**src/rtl/input_pkg.sv**
```systemverilog
// Shared types and helpers for the direction input conditioner.
// Holds the direction encoding, button bit positions and the fixed
// up > down > left > right priority resolver.
package input_pkg;

  typedef enum logic [2:0] {
    DIR_NONE  = 3'd0,
    DIR_UP    = 3'd1,
    DIR_DOWN  = 3'd2,
    DIR_LEFT  = 3'd3,
    DIR_RIGHT = 3'd4
  } dir_e;

  localparam int BTN_UP    = 0;
  localparam int BTN_DOWN  = 1;
  localparam int BTN_LEFT  = 2;
  localparam int BTN_RIGHT = 3;

  // Highest-priority held button wins; nothing held gives DIR_NONE.
  function automatic dir_e fixed_prio(input logic [3:0] lvl);
    dir_e d;
    d = DIR_NONE;
    if (lvl[BTN_UP])         d = DIR_UP;
    else if (lvl[BTN_DOWN])  d = DIR_DOWN;
    else if (lvl[BTN_LEFT])  d = DIR_LEFT;
    else if (lvl[BTN_RIGHT]) d = DIR_RIGHT;
    return d;
  endfunction

  // True when the button belonging to direction d is currently held.
  function automatic logic dir_held(input dir_e d, input logic [3:0] lvl);
    logic h;
    h = 1'b0;
    case (d)
      DIR_UP:    h = lvl[BTN_UP];
      DIR_DOWN:  h = lvl[BTN_DOWN];
      DIR_LEFT:  h = lvl[BTN_LEFT];
      DIR_RIGHT: h = lvl[BTN_RIGHT];
      default:   h = 1'b0;
    endcase
    return h;
  endfunction

endpackage

```
**src/rtl/dir_input_conditioner_debounce_bit.sv**
```systemverilog
// Single-button synchroniser plus debouncer.
// The raw (already polarity-corrected) input crosses SYNC_STAGES flops,
// then must hold a new value for DEBOUNCE_CYCLES synchronised cycles
// before the stable level follows it. Any return to the stable value
// before that clears the count.
module debounce_bit #(
  parameter int SYNC_STAGES     = 2,
  parameter int DEBOUNCE_CYCLES = 1000000,
  parameter int CNT_WIDTH       = 20
) (
  input  logic clk,
  input  logic rst,
  input  logic btn_in,
  output logic level
);

  localparam logic [CNT_WIDTH-1:0] CNT_LAST = CNT_WIDTH'(DEBOUNCE_CYCLES - 1);

  logic [SYNC_STAGES-1:0] sync_q, sync_d;
  logic [CNT_WIDTH-1:0]   cnt_q, cnt_d;
  logic                   stable_q, stable_d;
  logic                   s;

  assign s     = sync_q[SYNC_STAGES-1];
  assign level = stable_q;

  // Shift the synchroniser and run the persist counter.
  always_comb begin
    sync_d   = {sync_q[SYNC_STAGES-2:0], btn_in};
    cnt_d    = cnt_q;
    stable_d = stable_q;
    if (s == stable_q) begin
      cnt_d = '0;
    end else if (cnt_q == CNT_LAST) begin
      stable_d = s;
      cnt_d    = '0;
    end else begin
      cnt_d = cnt_q + 1'b1;
    end
  end

  // State registers; reset discards any partial count.
  always_ff @(posedge clk) begin
    if (!rst) begin
      sync_q   <= '0;
      cnt_q    <= '0;
      stable_q <= 1'b0;
    end else begin
      sync_q   <= sync_d;
      cnt_q    <= cnt_d;
      stable_q <= stable_d;
    end
  end

endmodule

```
**src/rtl/dir_input_conditioner.sv**
```systemverilog
// Four-button direction conditioner feeding the sprite renderer.
// Each button is synchronised and debounced, press pulses are derived
// from debounced rising edges, and the held buttons are resolved into
// at most one active direction (one-hot out_*, encoded dir_code).
// Build option: LAST_PRESS_PRIORITY_EN -- the most recently pressed,
// still-held button owns the output instead of fixed priority.
module dir_input_conditioner
  import input_pkg::*;
#(
  parameter int SYNC_STAGES     = 2,
  parameter int DEBOUNCE_CYCLES = 1000000,
  parameter int CNT_WIDTH       = 20,
  parameter int BTN_ACTIVE_LOW  = 0
) (
  input  logic       clk,
  input  logic       rst,
  input  logic [3:0] btn_raw,
  output logic [3:0] btn_level,
  output logic [3:0] press_pulse,
  output logic       out_up,
  output logic       out_down,
  output logic       out_left,
  output logic       out_right,
  output logic [2:0] dir_code
);

  logic [3:0] btn_pol;
  logic [3:0] level;
  logic [3:0] rise;

  logic [3:0] prev_level_q, prev_level_d;
  logic [3:0] press_q, press_d;
  dir_e       dir_q, dir_d;
`ifdef LAST_PRESS_PRIORITY_EN
  dir_e       last_q, last_d;
`endif

  assign btn_pol = (BTN_ACTIVE_LOW != 0) ? ~btn_raw : btn_raw;

  genvar gi;
  generate
    for (gi = 0; gi < 4; gi++) begin : g_btn
      debounce_bit #(
        .SYNC_STAGES     (SYNC_STAGES),
        .DEBOUNCE_CYCLES (DEBOUNCE_CYCLES),
        .CNT_WIDTH       (CNT_WIDTH)
      ) u_db (
        .clk    (clk),
        .rst    (rst),
        .btn_in (btn_pol[gi]),
        .level  (level[gi])
      );
    end
  endgenerate

  assign rise = level & ~prev_level_q;

  // Edge detect and direction resolution for the next cycle.
  always_comb begin
    prev_level_d = level;
    press_d      = rise;
    dir_d        = fixed_prio(level);
`ifdef LAST_PRESS_PRIORITY_EN
    last_d = last_q;
    if (rise != 4'b0000) last_d = fixed_prio(rise);
    if (last_d != DIR_NONE && dir_held(last_d, level)) dir_d = last_d;
`endif
  end

  // Output and history registers.
  always_ff @(posedge clk) begin
    if (!rst) begin
      prev_level_q <= '0;
      press_q      <= '0;
      dir_q        <= DIR_NONE;
`ifdef LAST_PRESS_PRIORITY_EN
      last_q       <= DIR_NONE;
`endif
    end else begin
      prev_level_q <= prev_level_d;
      press_q      <= press_d;
      dir_q        <= dir_d;
`ifdef LAST_PRESS_PRIORITY_EN
      last_q       <= last_d;
`endif
    end
  end

  assign btn_level   = level;
  assign press_pulse = press_q;
  assign dir_code    = dir_q;
  assign out_up      = (dir_q == DIR_UP);
  assign out_down    = (dir_q == DIR_DOWN);
  assign out_left    = (dir_q == DIR_LEFT);
  assign out_right   = (dir_q == DIR_RIGHT);

endmodule

```
**config.mk**
```make
export PLATFORM = sky130hd
export DESIGN_NAME = dir_input_conditioner
export DESIGN_NICKNAME = d
export VERILOG_FILES = /design/src/rtl/input_pkg.sv /design/src/rtl/dir_input_conditioner_debounce_bit.sv /design/src/rtl/dir_input_conditioner.sv
export SDC_FILE = /design/constraint.sdc
export NUM_CORES = 1
export LEC_CHECK = 0
export ABC_AREA = 1
export BUFFER_PORTS_ARGS = -buffer_cell sky130_fd_sc_hd__clkbuf_2
export CORE_MARGIN = 2
export CORE_UTILIZATION = 23
export DETAILED_ROUTE_END_ITERATION = 7
export PLACE_DENSITY = 0.45
export SYNTH_ARGS = -nofsm -noshare
export SYNTH_HDL_FRONTEND = slang
export SYNTH_SLANG_ARGS = --single-unit
export TNS_END_PERCENT = 1
```
**constraint.sdc**
```tcl
create_clock -name clk -period 2.6 [get_ports clk]
set_input_delay 0.13 -clock clk [delete_from_list [all_inputs] [get_ports clk]]
set_output_delay 0.13 -clock clk [all_outputs]
set_load 0.02 [all_outputs]
```
* After elaboration in Yosys (flattened, before gate mapping)
Cells that the tools add are included.
** Storage, ports and cells
- Register bits after elaboration :: 103
- Latch bits :: 0
- RAM bits :: 0
- ROM bits :: 0
- Logic and storage cells :: 54
- Memories :: 0
** Cells by class
- $add $sub $neg :: 4
- Multiply operators :: 0
- Divide/modulo/power cells :: 0
- Magnitude comparators :: 0
- Eq/ne operators :: 12
- Shift operators :: 0
- Mux-type cells :: 4
- Bitwise logic cells :: 7
- Reductions and logical operators :: 10
** Operator list (count)
- 20-bit by 1-bit adder with 20-bit output, second input constant :: 4
- 20-bit == test, second input constant :: 4
- 3-bit OR reduction :: 4
- 2-bit AND reduction :: 4
- 3-bit by 2-bit == test with 1-bit output, second input constant :: 2
- 1-bit NOT :: 5
- 4-bit AND :: 1
- 1-bit == test :: 4
- 2-bit 2-to-1 mux :: 2
- 4-bit NOT :: 1
- 4-bit OR reduction :: 1
- 3-bit by 1-bit == test with 1-bit output, second input constant :: 1
- 3-bit == test, second input constant :: 1
- 3-bit 2-to-1 mux :: 1
- 2-bit OR reduction :: 1
- 1-bit 2-to-1 mux :: 1

* Depth between registers and ports, before layout
- Depth after elaboration :: 4
- Depth in mapped cells :: 9
- Depth with buffers taken out :: 9

* Modules after synthesis
Synthesis repeated with hierarchy kept, for this count alone.
** Second synthesis, totals
- Cell total of the unflattened synthesis :: 701
- Area total of the unflattened synthesis :: 4904.7 µm²
** Modules (own cells, without submodules)
- debounce_bit :: instances 4, cells each 165, area an instance 1141.1 µm²
- dir_input_conditioner :: instances 1, cells each 41, area an instance 340.3 µm²

* Worst setup path before layout
No wires, ideal clock.
- Path type :: register to register
- Start point :: register g_btn[0].u_db.cnt_q[0]
- End point :: register g_btn[0].u_db.cnt_q[12]
- Library setup time :: 0.115 ns
- Arrival time :: 1.386 ns
- Required time :: 2.485 ns
- Setup slack :: 1.099 ns
- Cell stages (with the launch flop) :: 10
- Buffers on the path :: 1
- Period minus slack after synthesis :: 1.501 ns
- Path through :: dfxtp_1 ha_1 nand2_2 nor2_4 nand2_4 nor2_4 nand2_2 nand2_4 buf_12 nor2_2
** On the way
- Word-level cells in the longest chain between the ends :: 2
- Elaborated cells between the ends (all ways) :: 3
- Those cells by class :: add/sub (1); eq/ne (1); reduce/logical (1)
** RTL lines
- start, declared :: RTL line dir_input_conditioner_debounce_bit.sv:20 : logic [CNT_WIDTH-1:0] cnt_q, cnt_d;
- start signal, assigned :: RTL line dir_input_conditioner_debounce_bit.sv:50 : cnt_q <= cnt_d;
- branches (longest 2 deep; another with 20-bit by 1-bit adder with 20-bit output)
Several ways; the timed one is not identified.
A chain may end at the register's enable or synchronous reset.

* Worst setup path after layout
- Start point :: register g_btn[1].u_db.cnt_q[0]
- End point :: register g_btn[1].u_db.cnt_q[18]
** On the way
- Word-level cells in the longest chain between the ends :: 2
- Elaborated cells between the ends (all ways) :: 3
- Those cells by class :: add/sub (1); eq/ne (1); reduce/logical (1)
** RTL lines (RTL line)
- start, declared :: dir_input_conditioner_debounce_bit.sv:20
- start signal, assigned :: dir_input_conditioner_debounce_bit.sv:50
- branches (longest 2 deep; another with 20-bit by 1-bit adder with 20-bit output)
Several ways; the timed one is not identified.

==> summary.txt <==
Slew @ Worst Pin - 400 ps
RSZ-0062 raised after global routing - no
Multi-input logic area - 0.00248 sq mm
Cell variety after synth - 31
Sequential Area - 0.00206 sq mm
Capturing element type of the critical path - flop
Crit Path Max Fanout - 14
Worst Hold Margin - 19.2 ps
PwrDens - 516 mW/mm^2
Port Buf Inserts - 20
Mapped Avg Cell Area - 6.88 sq um
Proportion of layout cells with a drive suffix above 1 - 10.5%
CTS Buf Count - 9
Hold crit path type - in2reg
P_leak - 1.84 nW
Slew headroom - 73.2%
Crit Path Category - reg2reg
RePlAce Congestion - 0.776
Final Hold Viols - 0
Drt first pass iters - 4
CTS H-tree depth - 3
Post-Route WL - 10500 microns
Die X - 151 microns
Vias in the first global route - 3952
Warnings, synthesis - 0
Final Non-Filler Cells - 1025
Largest net degree at the start of global routing - 22
Dpl hpwl - 7870 microns
Post-synthesis adder-cell area fraction - 1.01%
R2r startpoint - g_btn[1].u_db.cnt_q[0]
Post-DP Area - 0.00532 sq mm
Post-Syn Nets - 732
Routed wire per std cell - 10.3 microns
Post-layout minimum cycle time - 1650 ps
# resized after CTS - 0
Yosys top cell by area - dfxtp_1
Worst flop-to-flop path endpoint - g_btn[1].u_db.cnt_q[18]
Period utilisation layout - 63.5%
Worst-path clk slew - 70 ps
GRT Max-Usage Layer - met2
Mux contribution to synthesized area - 0%
Boundary Pins - 21
Root Driver - clkbuf_16
Critical Path Start Type - flop
Maxcap violations - 0
Xor-xnor portion of the synthesized cell area - 4.94%
Max Freq - 0.606 GHz
Congestion Overflow GR - 0
Worst EP required - 2840 ps
Drt drc - 0
Mapped cell area - 0.00496 sq mm
Core Box Area - 0.0211 sq mm
Synth Area in Compound Gates - 5.97%
Cells on Worst Hold Path - 3
Met1 Use GR - 12.8%
Final ANT Viol Nets - 0
FF-to-FF setup slack - 950 ps
Placed instance count - 1007
Sink Count - 103
Synth Area in Simple Gates - 38.0%
Largest family of logic cells by synthesized area - simple AND/OR/NAND/NOR gates
FF-to-FF path depth - 7
Initial cell density of the core - 23.5%
First-pass GRT wire length - 18200 microns
Yosys top cell area share - 41.5%
Grt met3 use - 2.77%
Hold Path Sink - g_btn[3].u_db.sync_q[0]
Synth area leaders - dfxtp_1 42%, nand2_1 14%, nor2_1 11%
Final setup viols - 0
Initial drt markers - 164
Final Cell Area - 0.00560 sq mm
Clock insertion delay at the later pin of the skew report - 350 ps
Initial antenna violation count - 1
Vias - 4160
Arrival @ worst endpoint - 1890 ps
TNS Setup - 0 ps
Met2 usage - 16.5%
Drt via density - 4.06
Post-synth EDFFs - 0
Slew Limit Fails - 0
Hold Path Origin - btn_raw[3]
Die height - 151 microns
FF+latch count, synth - 103
Worst IR Drop VDD - 253 uV
Fraction of registers with async set/reset - 0%
Die Area - 0.0228 sq mm
FP Rows - 53
Total Nets Final - 755
Status - finished clean
TritonCTS clock tree - built
GRT Total Usage - 10.1%
Worst Skew - 6.82 ps
Fill count - 2344
Primary FF master, synth - dfxtp_1
Sequential area share after synthesis - 41.5%
Post-Synthesis Cells - 722
Synth-to-layout area growth - 12.9%
Max Root-Sink Buffers - 2
==> Yosys cell counts (all sizes together), types with 4 or more instances <==
master / count
xor2: 17
inv: 86
ha: 4
xnor2: 11
nand4: 12
nor3: 7
o21ai: 11
nand2: 193
buf: 11
nor2: 166
a21oi: 41
nand3: 45
or2: 8
dfxtp: 103
==> how the worst max path moves through the flow <==
stage                     depth (start not counted)                      end                    from  slack (ps)
after global routing                              7  g_btn[1].u_db.cnt_q[10]  g_btn[1].u_db.cnt_q[0]         750
after detailed placement                          7  g_btn[1].u_db.cnt_q[15]  g_btn[1].u_db.cnt_q[0]         930
after global placement                            7  g_btn[1].u_db.cnt_q[18]  g_btn[1].u_db.cnt_q[0]         960
final                                             7  g_btn[1].u_db.cnt_q[18]  g_btn[1].u_db.cnt_q[0]         950
after floorplan                                   9  g_btn[0].u_db.cnt_q[12]  g_btn[0].u_db.cnt_q[0]        1100
after CTS                                         7  g_btn[1].u_db.cnt_q[18]  g_btn[1].u_db.cnt_q[0]         910
==> sequential cells by signal, indices dropped and copies added, names as in the netlist <==
signal / cells
g_btn.u_db.cnt_q: 80
g_btn.u_db.sync_q: 8
g_btn.u_db.level: 4
press_pulse: 4
prev_level_q: 4
dir_code: 3
==> power breakdown <==
group          switching [mW]  total (mW)  internal (mW)  leakage, nW
logic                  0.0268      0.0390         0.0121        0.882
clock network           0.597        1.26          0.666        0.131
registers             0.00375        1.59           1.58        0.831
total                   0.627        2.89           2.26         1.84
==> cells by family after synthesis <==
kind of cell	count (synthesis)
compound gates	55
xor+xnor	28
fa+ha+maj	4
buf+inv	97
flops	103
simple gates	435
==> metrics by stage <==
step / total power, mW / worst slack, ps / utilization, %
after floorplan: 1.65 / 1100 / -
after detailed placement: 1.66 / 927 / 25.2
after global placement: 1.66 / 956 / 25.2
after CTS: 2.95 / 915 / 26.6
after global routing: 3.01 / 748 / 26.6
final: 2.89 / 949 / 26.6
==> worst max-delay path, cell delays in order (launching register included) <==
cell     delay (ps)
dfxtp_1         390
ha_1            230
nand3_2         130
nor2_1          160
nand3_1         110
nand2_1         200
buf_4           250
nor2_1           70
==> routing by layer <==
metal  routed length (microns)  part of all wire (%)  vias to the layer above
met5                         0                     0                        -
li1                          -                     -                     2282
met4                       153                   1.5                        0
met2                      4550                    43                       36
met1                      5470                    52                     1833
met3                       345                   3.3                        9
==> timing repair <==
action                                  in CTS  in global routing
hold buffers                                 2                  0
endpoints found under the hold margin        2                  0
buffers inserted                             0                  0
endpoints found under the setup margin       0                  0
==> final cells by class <==
class,count,share of cell area [%]
multi-input cells,522,44.3
flip-flops and latches,103,36.8
well taps,275,6.14
inverters,86,5.76
clock buffers,11,4.33
repair buffers,23,2.28
clock inverters,4,0.402
diodes,1,0.0447
==> cells in the final DEF, fill, tap and decap left out, types with 11 or more instances in the layout <==
| master | instances |
|---|---|
| o21ai_0 | 11 |
| xor2_1 | 17 |
| a21oi_1 | 37 |
| nor2_2 | 19 |
| nand2_1 | 185 |
| nand3_1 | 42 |
| clkbuf_2 | 20 |
| dfxtp_1 | 103 |
| inv_1 | 84 |
| nand4_1 | 12 |
| xnor2_1 | 11 |
| nor2_1 | 143 |
Note: power is estimated with default switching activity, not from simulation.
